### config.mk
export PLATFORM = sky130hd
export DESIGN_NAME = mdu_ctrl
export DESIGN_NICKNAME = d
export VERILOG_FILES = /design/src/rtl/arc_mdu_pkg.sv /design/src/rtl/mdu_step.sv /design/src/rtl/mdu_ctrl.sv
export SDC_FILE = /design/constraint.sdc
export NUM_CORES = 1
export LEC_CHECK = 0
export ABC_AREA = 1
export ABC_CLOCK_PERIOD_IN_PS = 10700
export CAP_MARGIN = 20
export CORE_MARGIN = 2
export CORE_UTILIZATION = 35
export DETAILED_ROUTE_END_ITERATION = 7
export PLACE_DENSITY = 0.62
export SLEW_MARGIN = 20
export SYNTH_ARGS = -nofsm -noshare
export SYNTH_HDL_FRONTEND = slang
export SYNTH_SLANG_ARGS = --single-unit
### constraint.sdc
create_clock -name i_clk -period 10.7 [get_ports i_clk]
set_input_delay 1.07 -clock i_clk [delete_from_list [all_inputs] [get_ports i_clk]]
set_output_delay 1.07 -clock i_clk [all_outputs]
set_load 0.02 [all_outputs]
### src/rtl/arc_mdu_pkg.sv
// Shared types and constants for the iterative multiply/divide unit.
// The optional divide datapath is enabled with ARC_MDU_DIV_EN.
package arc_mdu_pkg;

  localparam int MDU_WIDTH = 32;

  typedef enum logic [1:0] {
    MDU_MULT  = 2'd0,
    MDU_MULTU = 2'd1,
    MDU_DIV   = 2'd2,
    MDU_DIVU  = 2'd3
  } mdu_op_t;

  typedef enum logic [1:0] {
    MDU_IDLE = 2'd0,
    MDU_ITER = 2'd1,
    MDU_FIX  = 2'd2
  } mdu_state_t;

endpackage

### src/rtl/mdu_step.sv
// One iteration of the sequencer on the {upper, lower} accumulator: shift-add multiply,
// or restoring shift-subtract divide when ARC_MDU_DIV_EN is defined.
module mdu_step #(
  parameter int WIDTH = 32
) (
  input  logic [2*WIDTH:0] i_acc,
  input  logic [WIDTH:0]   i_mag_b,
`ifdef ARC_MDU_DIV_EN
  input  logic             i_div,
`endif
  output logic [2*WIDTH:0] o_acc
);

  logic [WIDTH:0]   w_add;
  logic [WIDTH:0]   w_sum;
  logic [2*WIDTH:0] w_mul;

  // Upper part never exceeds WIDTH+1 bits: it is < 2^WIDTH after each shift.
  assign w_add = i_acc[0] ? i_mag_b : '0;
  assign w_sum = i_acc[2*WIDTH:WIDTH] + w_add;
  assign w_mul = {1'b0, w_sum, i_acc[WIDTH-1:1]};

`ifdef ARC_MDU_DIV_EN
  logic [WIDTH:0]   w_rem_sh;
  logic [WIDTH+1:0] w_diff;
  logic             w_q;
  logic [WIDTH:0]   w_rem_new;
  logic [2*WIDTH:0] w_div;

  // Upper part holds the partial remainder, lower part the dividend shifting into quotient.
  assign w_rem_sh  = i_acc[2*WIDTH-1:WIDTH-1];
  assign w_diff    = {1'b0, w_rem_sh} - {1'b0, i_mag_b};
  assign w_q       = ~w_diff[WIDTH+1];
  assign w_rem_new = w_q ? w_diff[WIDTH:0] : w_rem_sh;
  assign w_div     = {w_rem_new, i_acc[WIDTH-2:0], w_q};

  assign o_acc = i_div ? w_div : w_mul;
`else
  assign o_acc = w_mul;
`endif

endmodule

### src/rtl/mdu_ctrl.sv
// Iterative MULT/MULTU/DIV/DIVU sequencer with HI/LO registers and pipeline stall.
// Divide support is compiled only when ARC_MDU_DIV_EN is defined.
module mdu_ctrl
  import arc_mdu_pkg::*;
#(
  parameter int WIDTH = MDU_WIDTH,
  parameter int CNT_W = $clog2(WIDTH)
) (
  input  logic             i_clk,
  input  logic             i_rst,
  input  logic             i_con_Start,
  input  logic [1:0]       i_con_MduOp,
  input  logic [WIDTH-1:0] i_data_A,
  input  logic [WIDTH-1:0] i_data_B,
  input  logic             i_con_RdHiLo,
  input  logic             i_con_WrHi,
  input  logic             i_con_WrLo,
  output logic [WIDTH-1:0] o_data_Hi,
  output logic [WIDTH-1:0] o_data_Lo,
  output logic             o_con_Busy,
  output logic             o_con_Stall,
  output logic             o_con_Done
);

  mdu_state_t       r_state, w_state_next;
  logic [CNT_W-1:0] r_cnt;
  logic [2*WIDTH:0] r_acc;
  logic [WIDTH:0]   r_mag_b;
  logic             r_sa, r_sb;
  logic [WIDTH-1:0] r_hi, r_lo;

  mdu_op_t          w_op;
  logic             w_signed, w_op_ok, w_accept, w_busy;
  logic             w_sa, w_sb;
  logic [WIDTH-1:0] w_abs_a, w_abs_b;
  logic [2*WIDTH:0] w_acc_next;
  logic [2*WIDTH-1:0] w_prod;
  logic [WIDTH-1:0] w_res_hi, w_res_lo;

  assign w_op     = mdu_op_t'(i_con_MduOp);
  assign w_signed = (w_op == MDU_MULT) || (w_op == MDU_DIV);
`ifdef ARC_MDU_DIV_EN
  logic r_div;
  assign w_op_ok = 1'b1;
`else
  assign w_op_ok = (w_op == MDU_MULT) || (w_op == MDU_MULTU);
`endif
  assign w_accept = (r_state == MDU_IDLE) && i_con_Start && w_op_ok;
  assign w_busy   = (r_state != MDU_IDLE);

  assign w_sa    = w_signed & i_data_A[WIDTH-1];
  assign w_sb    = w_signed & i_data_B[WIDTH-1];
  assign w_abs_a = w_sa ? ({WIDTH{1'b0}} - i_data_A) : i_data_A;
  assign w_abs_b = w_sb ? ({WIDTH{1'b0}} - i_data_B) : i_data_B;

  mdu_step #(.WIDTH(WIDTH)) u_step (
    .i_acc   (r_acc),
    .i_mag_b (r_mag_b),
`ifdef ARC_MDU_DIV_EN
    .i_div   (r_div),
`endif
    .o_acc   (w_acc_next)
  );

  // Sign fix-up applied in the FIX cycle, registered into HI/LO on its closing edge.
  assign w_prod = (r_sa ^ r_sb) ? ({(2*WIDTH){1'b0}} - r_acc[2*WIDTH-1:0])
                                : r_acc[2*WIDTH-1:0];
`ifdef ARC_MDU_DIV_EN
  assign w_res_lo = r_div ? ((r_sa ^ r_sb) ? ({WIDTH{1'b0}} - r_acc[WIDTH-1:0]) : r_acc[WIDTH-1:0])
                          : w_prod[WIDTH-1:0];
  assign w_res_hi = r_div ? (r_sa ? ({WIDTH{1'b0}} - r_acc[2*WIDTH-1:WIDTH]) : r_acc[2*WIDTH-1:WIDTH])
                          : w_prod[2*WIDTH-1:WIDTH];
`else
  assign w_res_lo = w_prod[WIDTH-1:0];
  assign w_res_hi = w_prod[2*WIDTH-1:WIDTH];
`endif

  always_ff @(posedge i_clk or posedge i_rst) begin
    if (i_rst) r_state <= MDU_IDLE;
    else       r_state <= w_state_next;
  end

  always_comb begin
    w_state_next = r_state;
    case (r_state)
      MDU_IDLE: if (w_accept) w_state_next = MDU_ITER;
      MDU_ITER: if (r_cnt == '0) w_state_next = MDU_FIX;
      MDU_FIX:  w_state_next = MDU_IDLE;
      default:  w_state_next = MDU_IDLE;
    endcase
  end

  always_ff @(posedge i_clk or posedge i_rst) begin
    if (i_rst) begin
      r_cnt   <= '0;
      r_acc   <= '0;
      r_mag_b <= '0;
      r_sa    <= 1'b0;
      r_sb    <= 1'b0;
      r_hi    <= '0;
      r_lo    <= '0;
`ifdef ARC_MDU_DIV_EN
      r_div   <= 1'b0;
`endif
    end else if (w_accept) begin
      r_acc   <= {{(WIDTH+1){1'b0}}, w_abs_a};
      r_mag_b <= {1'b0, w_abs_b};
      r_sa    <= w_sa;
      r_sb    <= w_sb;
      r_cnt   <= CNT_W'(WIDTH - 1);
`ifdef ARC_MDU_DIV_EN
      r_div   <= i_con_MduOp[1];
`endif
    end else if (r_state == MDU_ITER) begin
      r_acc <= w_acc_next;
      if (r_cnt != '0) r_cnt <= r_cnt - CNT_W'(1);
    end else if (r_state == MDU_FIX) begin
      r_hi <= w_res_hi;
      r_lo <= w_res_lo;
    end else begin
      // IDLE without an accepted start: MTHI/MTLO land on this edge.
      if (i_con_WrHi) r_hi <= i_data_A;
      if (i_con_WrLo) r_lo <= i_data_A;
    end
  end

  assign o_data_Hi   = r_hi;
  assign o_data_Lo   = r_lo;
  assign o_con_Busy  = w_busy;
  assign o_con_Stall = w_busy & (i_con_Start | i_con_RdHiLo | i_con_WrHi | i_con_WrLo);
  assign o_con_Done  = (r_state == MDU_FIX);

endmodule

* Word-level counts from Yosys, hierarchy flattened
Index checks and enable logic that the tools add are counted.
** Operators by class
- Add/sub/neg operators :: 5
- Equality and inequality tests :: 6
- Mux-type cells :: 16
- Bitwise gates (word level) :: 9
- Reductions and logical operators :: 17
** Operators by type and width (number)
- $mux W32 :: 7
- $mux W65 :: 2
- $mux W64 :: 1
- $sub A1 B32 Y32 const A :: 2
- $sub A1 B64 Y64 const A :: 1
- $add A33 B33 Y33 :: 1
- $mux W5 :: 3
- $reduce_bool A2 Y1 :: 5
- $reduce_and A3 Y1 :: 2
- $logic_not A5 Y1 :: 1
- $reduce_bool A5 Y1 :: 1
- $sub A5 B1 Y5 const B :: 1
- $eq A2 B1 Y1 const B :: 2
- $eq A2 B2 Y1 const B :: 2
- $logic_not A2 Y1 :: 2
- $mux W2 :: 2
- $ne A2 B2 Y1 const B :: 2
- $pmux W2 S2 :: 1
- $reduce_and A2 Y1 :: 2
- $and A1 B1 Y1 :: 3
- $or A1 B1 Y1 :: 3
- $logic_and A1 B1 Y1 :: 2
- $logic_or A1 B1 Y1 :: 2
- $not A1 Y1 :: 2
- $xor A1 B1 Y1 :: 1
** Word-level totals
- Register bits :: 170
- Output and inout bits :: 67
- Word-level logic and storage cells :: 61

* Logic depth before layout (Yosys ltp)
Gate-level depths: netlist of run 1.
- Word-level depth :: 5
- Depth in mapped cells :: 17
- Gate-level depth less buffers :: 15

* Modules after synthesis
From an unflattened synthesis of run 1, not the netlist that was laid out.
** Unflattened totals
- Cell total of the unflattened synthesis :: 2348
- Area, all modules :: 14256.2 µm²
** Modules (own cells, without submodules)
- mdu_ctrl :: instances 1, cells an instance 1721, area an instance 11300.8 µm², sequential area each 4254.1 µm²
- mdu_step :: instances 1, cells an instance 627, area an instance 2955.3 µm², sequential area each 0.0 µm²

* Least setup slack after synthesis of run 1
No wires, ideal clock.
- Kind :: in2out
- Start :: input i_con_Start
- End :: output o_con_Stall
- Arrival time :: 1.497 ns
- Required time :: 9.630 ns
- Path slack :: 8.133 ns
- Stages on the path :: 2
- Cell sequence :: inv_1 -> a21oi_1
** On the way
- Longest elaborated chain between the ends :: 4
** RTL lines
- from (decl) :: RTL line mdu_ctrl.sv:11 : input logic i_con_Start,
- $or A1 B1 Y1 (3 in a row) :: RTL line mdu_ctrl.sv:130 : assign o_con_Stall = w_busy & (i_con_Start | i_con_RdHiLo | i_con_WrHi | i_con_WrLo);
- $and A1 B1 Y1 :: RTL line mdu_ctrl.sv:130
- to (decl) :: RTL line mdu_ctrl.sv:21 : output logic o_con_Stall,
No other way between the ends.

* Worst setup path in the final report of run 1
- Start :: input i_con_MduOp[1]
- End :: register r_acc[31]
** On the way
- Longest elaborated chain between the ends :: 5
** RTL lines
- from (decl) :: RTL line mdu_ctrl.sv:12 : input logic [1:0] i_con_MduOp,
- $eq A2 B2 Y1 or $logic_not A2 Y1 (tied branches) :: RTL line mdu_ctrl.sv:41, mdu_ctrl.sv:46
- $logic_or A1 B1 Y1 :: RTL line mdu_ctrl.sv:41 : assign w_signed = (w_op == MDU_MULT) || (w_op == MDU_DIV);
- $and A1 B1 Y1 :: RTL line mdu_ctrl.sv:51 : assign w_sa = w_signed & i_data_A[WIDTH-1];
- $mux W32 :: RTL line mdu_ctrl.sv:53 : assign w_abs_a = w_sa ? ({WIDTH{1'b0}} - i_data_A) : i_data_A;
- $mux W65 :: RTL line mdu_ctrl.sv:105 : end else if (w_accept) begin
- to (signal assigned) :: RTL line mdu_ctrl.sv:106 : r_acc <= {{(WIDTH+1){1'b0}}, w_abs_a};
- to (signal assigned) :: RTL line mdu_ctrl.sv:115 : r_acc <= w_acc_next;
- to (decl) :: RTL line mdu_ctrl.sv:27 : logic [2*WIDTH:0] r_acc;
Parallel ways exist; a longest one is shown, timed or not.
A chain may end at the register's enable or synchronous reset.

==> summary by stage, run 1 <==
Run status
The flow ran to the end, and the final reports show no timing, DRC or antenna violations.

Critical path
The startpoint identified for the worst register-to-register timing path is r_state[1]$_DFFE_PP0P_. The type of the setup path with the least slack is input pin to flop. The count of cells along the worst register-to-register path is 9. The reg-to-reg endpoint is r_acc[31]$_DFFE_PP0N_.

STA classifies the critical path endpoint as a flop. The worst setup path is launched from an input pin. The critical path required time is 11.09 ns. Walking the worst path, the cells encountered are clkdlybuf4s50_1, nor3_4, buf_4, nor2_2, clkinv_2, o21ai_0, inv_1, nand2_1. The data arrival at the endpoint of the critical path is 4.39 ns.

The slack of the worst reg-to-reg path is 7.32 ns. The largest stage delay on the critical path is 0.93 ns. Along the worst path, the maximum fanout reaches 54. The slowest library cell on the worst path is clkinv_2.

STA
The final count of negative-setup-slack endpoints is 0. Setup repair after global routing left no endpoint under its margin. The transition time of the tightest slew-check pin is 1.09 ns. The maximum clock frequency is 0.250 GHz. The sum of negative setup slack is 0 ns. The total count of hold-check failures in the final report is 0. The smallest clock period supported by the final layout is computed as 4.00 ns.

The final-report max-slew violation count was 0. The final setup skew is 0.0162 ns. In this run the tightest slew margin relative to its limit is 27.4%. The final period utilization is 37.4%.

Logic synthesis
By area the synthesized netlist is led by dfrtp_1, nand2_1, nor2_1. Counting flops and latches in the post-synthesis netlist gives 169. The async set-reset flop share out of synthesis is 100%.

The sequential cell area fraction in the yosys report is 32.3%. After synthesis, the netlist uses 41 different library cells. The total standard cell area after synthesis is 13,100 um2.

Summed over all instances, the cell type with the most area after synthesis is dfrtp_1. The count of flip-flops with a built-in enable after synthesis is 0. Synthesis produced a netlist with a net count of 2,196. The synthesized instance count is 2,086. During synthesis, Yosys emitted a total of 0 warnings.

Of the post-synthesis cell area, the dominant cell type holds 32.3%. The most used flip-flop cell after synthesis is dfrtp_1. The average instance in the mapped netlist occupies 6.28 um2.

Routing
In the final routed layout, each cell accounts on average for 17.6 um. The final route contains 14,000 vias. The detailed router finished its first iteration with 1,030 violations. The remaining antenna violation count is 0. The via count normalized by instance count is 5.24. The detailed-route DRC error count is 0. The first detailed-routing pass took 7 iterations. The total routed wirelength is 47.0 mm.

Run
Across the run, the number of max-cap violations was 0.

Cells and area
Relative to the synthesized area, the layout overhead comes to 18.1%. Summing all non-filler instances in the final layout gives an area of 15,500 um2. The share of cells above drive strength 1 is 3.31%. The number of antenna diodes in the final layout is 0. The final standard cell utilization of the core is 42.1%. The number of inserted filler cells in the final layout is 3,955. In the final design database the tool counted 2,301 nets.

Die
In this run the horizontal extent of the chip is 198 um. In this run the core area contains 70 standard-cell rows. The total area inside the core boundary comes to 36,800 um2. The die area is 39,000 um2. The initial core utilization is 35.6%.

Measured along the y axis, the die boundary spans 198 um. 139 I/O pins were placed.

Pwr
Power spread over the standard cell area amounts to 285 nW/um2. The worst-case IR drop observed on VDD is 0.129 mV. The static power due to leakage is 7.38 nW.

Clock tree
TritonCTS built the clock tree. The number of post-CTS setup repair buffers is 0. The clock passes through at most 2 buffers. Gates resized during post-CTS repair numbered 0. Clock latency on the worst-skew pair, taken at its later pin, is 0.46 ns. TritonCTS created 17 clock buffers. Clock tree synthesis found a total of 169 sinks. Hold repair after CTS inserted 0 buffers.

The H-tree was split into 4 levels. The clock root buffer master is clkbuf_16. Clock-pin slew was measured on the worst setup and hold paths at 0.07 ns.

Global routing
The total routing usage reported by global routing is 24.7%. The via count of the first global-routing pass came to 14,000. The pin count of the biggest net entering global routing is 79. The total overflow left after global routing is 0. The global-route wire length before repair is 75.4 mm.

The initial antenna violation count is 0.

Place
The number of buffers inserted by port buffering is 138. The routability congestion estimate is 0.929. After legalization and detailed placement, the total HPWL measured 36.7 mm. The placement-stage cell area is 14,900 um2.

Worst hold path
In this run the most critical hold path is launched from r_mag_b[20]$_DFFE_PP0P_. The classification of the worst-slack hold path is flop to flop. The cell depth of the worst min-delay path is 2. The sink of the worst hold path is r_mag_b[20]$_DFFE_PP0P_.
## cells in the mapped netlist (all sizes together) (3+ instances only)
| cell type | number |
|---|---|
| a21boi | 18 |
| a21oi | 95 |
| a2bb2oi | 11 |
| a31oi | 13 |
| buf | 28 |
| clkbuf | 38 |
| dfrtp | 169 |
| ha | 37 |
| inv | 268 |
| nand2 | 553 |
| nand3 | 237 |
| nand3b | 7 |
| nand4 | 19 |
| nor2 | 331 |
| nor3 | 23 |
| o211ai | 9 |
| o21a | 3 |
| o21ai | 113 |
| o21bai | 5 |
| o221ai | 18 |
| o22ai | 24 |
| or2 | 25 |
| xnor2 | 10 |
| xor2 | 23 |
## cell usage in the layout (no fill, tap or decap), drive strengths merged, types with 2 or more instances in the layout
master	count
nand2	553
nor2	331
nand3	237
clkdlybuf4s50	138
dfrtp	169
xnor2	10
o21a	3
a21boi	18
a2bb2oi	11
xor2	23
o21ai	113
a21oi	95
o22ai	24
nand3b	7
clkinvlp	4
a31oi	13
clkinv	5
ha	37
inv	274
or2	25
and2	2
o221ai	18
nand4	19
clkbuf	18
nor3	23
buf	14
o211ai	9
o21bai	5
nor4	2
## where the power goes
| part | internal (mW) | switching, mW |
|---|---|---|
| clock | 0.331 | 0.293 |
| combinational | 0.921 | 1.62 |
| sequential | 0.953 | 0.297 |
| total | 2.21 | 2.21 |
## how the worst max path moves through the flow
stage              startpoint                  endpoint  slack, ns  depth (start not counted)
3_5_place_dp   i_con_MduOp[1]     r_acc[31]$_DFFE_PP0N_       6.30                          8
3_3_place_gp      i_con_Start     r_acc[31]$_DFFE_PP0N_       6.33                          9
2_1_floorplan           i_rst  o_data_Hi[0]$_DFFE_PP0P_       5.05                          1
6_report       i_con_MduOp[1]     r_acc[31]$_DFFE_PP0N_       6.70                          8
4_1_cts        i_con_MduOp[1]     r_acc[31]$_DFFE_PP0N_       6.78                          8
5_1_grt           i_con_Start     r_acc[31]$_DFFE_PP0N_       6.52                          9
## cell type report
type	count	area [um2]	share of cell area [%]
clock buffer	18	439	2.84
clock inverter	14	134	0.865
inverter	270	1020	6.59
multi-input combinational	1581	7590	49.0
sequential	169	4230	27.3
tap	468	586	3.78
timing repair buffer	152	1490	9.60
## sequential cells by signal (all words and copies together), names as in the netlist
name / cells
r_acc: 64
o_data_Hi: 32
r_sb: 1
o_data_Lo: 32
r_sa: 1
r_cnt: 5
r_state: 2
r_mag_b: 32
## critical path: cells and delay by family
| family | cells | cell delay, ns |
|---|---|---|
| compound gates | 1 | 0.41 |
| buf+inv | 4 | 1.84 |
| simple gates | 3 | 1.02 |
## kinds of logic (layout without fill, tap and decap cells)
group	after synthesis	count (layout)	synth area share, %
xor+xnor	33	33	2.21
fa+ha+maj	38	38	3.68
compound gates	311	311	13.9
simple gates	1199	1199	38.1
flops	169	169	32.3
buf+inv	336	454	9.85
## through the flow
step           hold WS [ns]  setup slack, ns  cells  total power, mW
2_1_floorplan         0.449             5.05   2086             2.91
3_3_place_gp          0.463             6.33   2640             3.74
3_5_place_dp          0.469             6.30   2640             3.78
4_1_cts               0.485             6.78   2672             4.42
5_1_grt               0.505             6.52   2672             4.81
6_report              0.481             6.70   2672             4.42
## layer usage
layer	global-route usage (%)	vias to the layer above	wire length (um)
li1	-	6969	-
met1	31.3	6510	20500
met2	42.7	444	22400
met3	3.57	85	2480
met4	9.19	0	1520
met5	0	-	0
Note: power is estimated with default switching activity, not from simulation.
==> run 2: changes to the inputs <==
- ABC_CLOCK_PERIOD_IN_PS: 10700 -> 3800
- clock period: 10.7 -> 3.8 ns (I/O delays scaled with it)
==> run 2 against run 1 <==
Against the previous run:
- cell count is 0.11% higher
- core utilization rose by 0.20 points
- combinational power rose to 2.8 times the previous value
- clock power grew to 3.0 times the previous value
- total power increased to 2.9 times the previous value
- die area unchanged
- global-route usage grew 0.42 points
- wire length is 2.0% higher
- critical path depth up 8
- via count is essentially flat
- critical path type is now flop to flop
- sequential cell count unchanged
==> summary by stage, run 2 (same netlist as run 1, synthesis figures left out) <==
Cells and area
The share of cells above drive strength 1 is 3.40% (+0.086 points). From synthesis to final layout, the design area changed by 18.7%. The final antenna diode count was 0 (unchanged). The leading cell type in the layout, fill and taps excluded is nand2_1.

The net count reported at finish came to 2,304 (+0.13%). The register with the most flip-flops in the final layout is r_acc. The final standard cell utilization of the core was 42.3% (+0.20 points). In the layout the commonest cells are nand2_1, nor2_1, inv_1. The number of flip-flops in the largest register is 64 (unchanged). The final design area excluding fillers is 15,600 um2 (+0.49%).

STA
The worst hold slack came to 0.383 ns (-0.0973 ns). The setup slack of the critical path after layout came to 1.13 ns (-5.57 ns). The final setup skew is 0.0188 ns (+0.00261 ns).

Setup repair after global routing left no endpoint under its margin. Derived from the worst setup path, the maximum achievable clock frequency is 0.374 GHz. The final-report max-slew violation count is 0 (unchanged).

The transition time of the tightest slew-check pin is 1.18 ns (+0.0974 ns). For the finished layout, the period the worst path requires is 2.67 ns. The headroom to the max-slew limit came to 21.0% (-6.4 points).

The final count of negative-setup-slack endpoints is 0 (unchanged). After layout, the worst path uses 70.3% of the clock period. The sum of negative setup slack is 0 ns (unchanged).

The total count of hold-check failures in the final report is 0 (unchanged).

Pwr
The static power due to leakage is 7.41 nW (+0.41%). The power per cell area came to 810 nW/um2 (+180%). The relative contribution of the clock network to total power came to 14.7% (+0.6 points). The switching share of total power is 49.8% (-0.25 points).

The net switching power figure is 6.28 mW (+180%). The peak supply drop came to 0.408 mV (+220%). The combinational cell fraction of total power is 57.3% (-0.3 points).

The sequential group share of total power is 28.0% (-0.3 points). The internal power is 6.32 mW (+190%).

Global routing
The global-route wire length before repair was 76.0 mm (+0.76%). The pin count of the biggest net entering global routing is 170 (+120%). The via count of the first global-routing pass is 13,900 (-0.41%). The initial antenna violation count was 0 (unchanged). The total overflow reported by the global router is 0 (unchanged). The total routing usage reported by global routing came to 25.2% (+0.42 points).

Clock tree
The post-cts hold buffer count is 0 (unchanged). The clock sink count came to 169 (unchanged). The number of resized instances in the post-cts repair step came to 0 (unchanged).

The worst-skew pair later-pin latency is 0.47 ns (about the same). The total clock buffers created by CTS is 17 (unchanged). The clock tree from TritonCTS is done. The number of buffers between clock root and the deepest sink is 2 (unchanged). The register clock-pin slew on the reported worst setup and hold paths is 0.08 ns (about the same).

In this run the clock root is driven by a clkbuf_16. The count of H-tree levels built during CTS is 4 (unchanged). The number of post-CTS setup repair buffers is 0 (unchanged).

Critical path
The capturing element type of the critical path is a flop. Walking the worst path, the cells encountered are buf_4, nand2_1, inv_1, ha_1, fa_1, nand2_1, o21ai_0, nand2_1, nand2_1, nand2_1, nand2_1, nand2_1, nand2_1, nand2_1, nand3_1, nand2_1. The worst setup path is of the flop to flop kind. The count of cells along the worst register-to-register path is 16 (+7). The largest stage delay on the critical path is 0.41 ns (-0.52 ns).

The startpoint class of the critical path is a flop. The critical path required time was 4.15 ns (-6.94 ns). The maximum net fanout on the critical path is 33 (-39%).

The most numerous cell type found on the critical path is nand2_1. The data arrival at the endpoint of the critical path is 3.02 ns (-1.37 ns). The slowest library cell on the worst path is dfrtp_1.

Routing
The detailed-route DRC error count was 0 (unchanged). The wire length per cell is 17.9 um (+1.8%). The via count normalized by instance count is 5.24 (about the same). The total routed wirelength is 47.9 mm (+2.0%). The count of vias placed by the detailed router is 14,000 (+0.043%).

The remaining antenna violation count is 0 (unchanged). The total iterations of the first detailed-routing run was 5 (-2). The violation count after the first detailed-route iteration is 974 (-5.4%).

Die
The die span in y is 198 um (unchanged). The area of the placeable core came to 36,800 um2 (unchanged). The number of top-level pins is 139 (unchanged). The placement row count is 70 (unchanged). The die area is 39,000 um2 (unchanged). The initial core utilization is 35.6% (unchanged). The width of the die is 198 um (unchanged).

Place
The placement-stage cell area is 15,000 um2 (+0.31%). The worst setup slack after placement is 1.00 ns (-5.30 ns). The final HPWL from detailed placement is 37.0 mm (+0.70%). The routability congestion estimate came to 0.911 (-1.9%). The number of buffers inserted by port buffering is 138 (unchanged).

Run
The number of max-cap violations came to 0 (unchanged).

Worst hold path
The path class of the tightest hold or removal check is input pin to async pin.

Run status
The run finished with clean final reports.
run 2: cell count changes in the layout (fill, tap and decap cells not counted), sizes merged:
cell / before / now
inv: 274 / 271
bufinv: 1 / 2
clkbuf: 18 / 19
clkinvlp: 4 / 5
buf: 14 / 17
run 2: worst max-delay path, delay by kind of cell (launching register included):
kind / cells / cell delay (ns)
simple gates: 11 / 1.01
buf+inv: 2 / 0.43
flops: 1 / 0.41
fa+ha+maj: 2 / 0.38
compound gates: 1 / 0.32
run 2: metal layers:
metal / GRT usage, % / wire [um] / vias to the layer above
li1: - / - / 6969
met3: 3.77 / 2560 / 93
met5: 0 / 0 / -
met4: 9.97 / 1730 / 0
met2: 42.8 / 22700 / 425
met1: 32.0 / 20900 / 6527
run 2: path summary, 6_finish.rpt:
check,from,endpoint,slack [ns]
max in group asynchronous,i_rst,r_acc[58]$_DFFE_PP0N_,2.40
setup / recovery,r_acc[0]$_DFFE_PP0N_,r_acc[61]$_DFFE_PP0N_,1.13
setup reg to reg,r_acc[0]$_DFFE_PP0N_,r_acc[61]$_DFFE_PP0N_,1.13
hold reg to reg,r_mag_b[28]$_DFFE_PP0P_,r_mag_b[28]$_DFFE_PP0P_,0.48
min in group i_clk,r_mag_b[28]$_DFFE_PP0P_,r_mag_b[28]$_DFFE_PP0P_,0.48
hold / removal,i_rst,o_data_Lo[5]$_DFFE_PP0P_,0.38
run 2: through the flow:
step	power [mW]	std cells
3_5_place_dp	10.7	2643
2_1_floorplan	8.21	2086
4_1_cts	12.6	2675
5_1_grt	13.7	2675
3_3_place_gp	10.6	2643
6_report	12.6	2675
run 2: area by class of cell:
| cell class | instances | area (um2) |
|---|---|---|
| clock buffers | 19 | 443 |
| clock inverters | 13 | 159 |
| fillers | 3991 | 21200 |
| inverters | 270 | 1020 |
| multi-input cells | 1581 | 7590 |
| flip-flops and latches | 169 | 4230 |
| well taps | 468 | 586 |
| repair buffers | 155 | 1530 |
run 2: power groups by stage:
stage               Combinational, mW  Clock, mW  Sequential [mW]
global route                     8.13       1.96             3.63
global placement                 7.11          0             3.54
finish                           7.22       1.86             3.52
floorplan                        4.59          0             3.62
detailed placement               7.18          0             3.54
CTS                              7.22       1.88             3.51
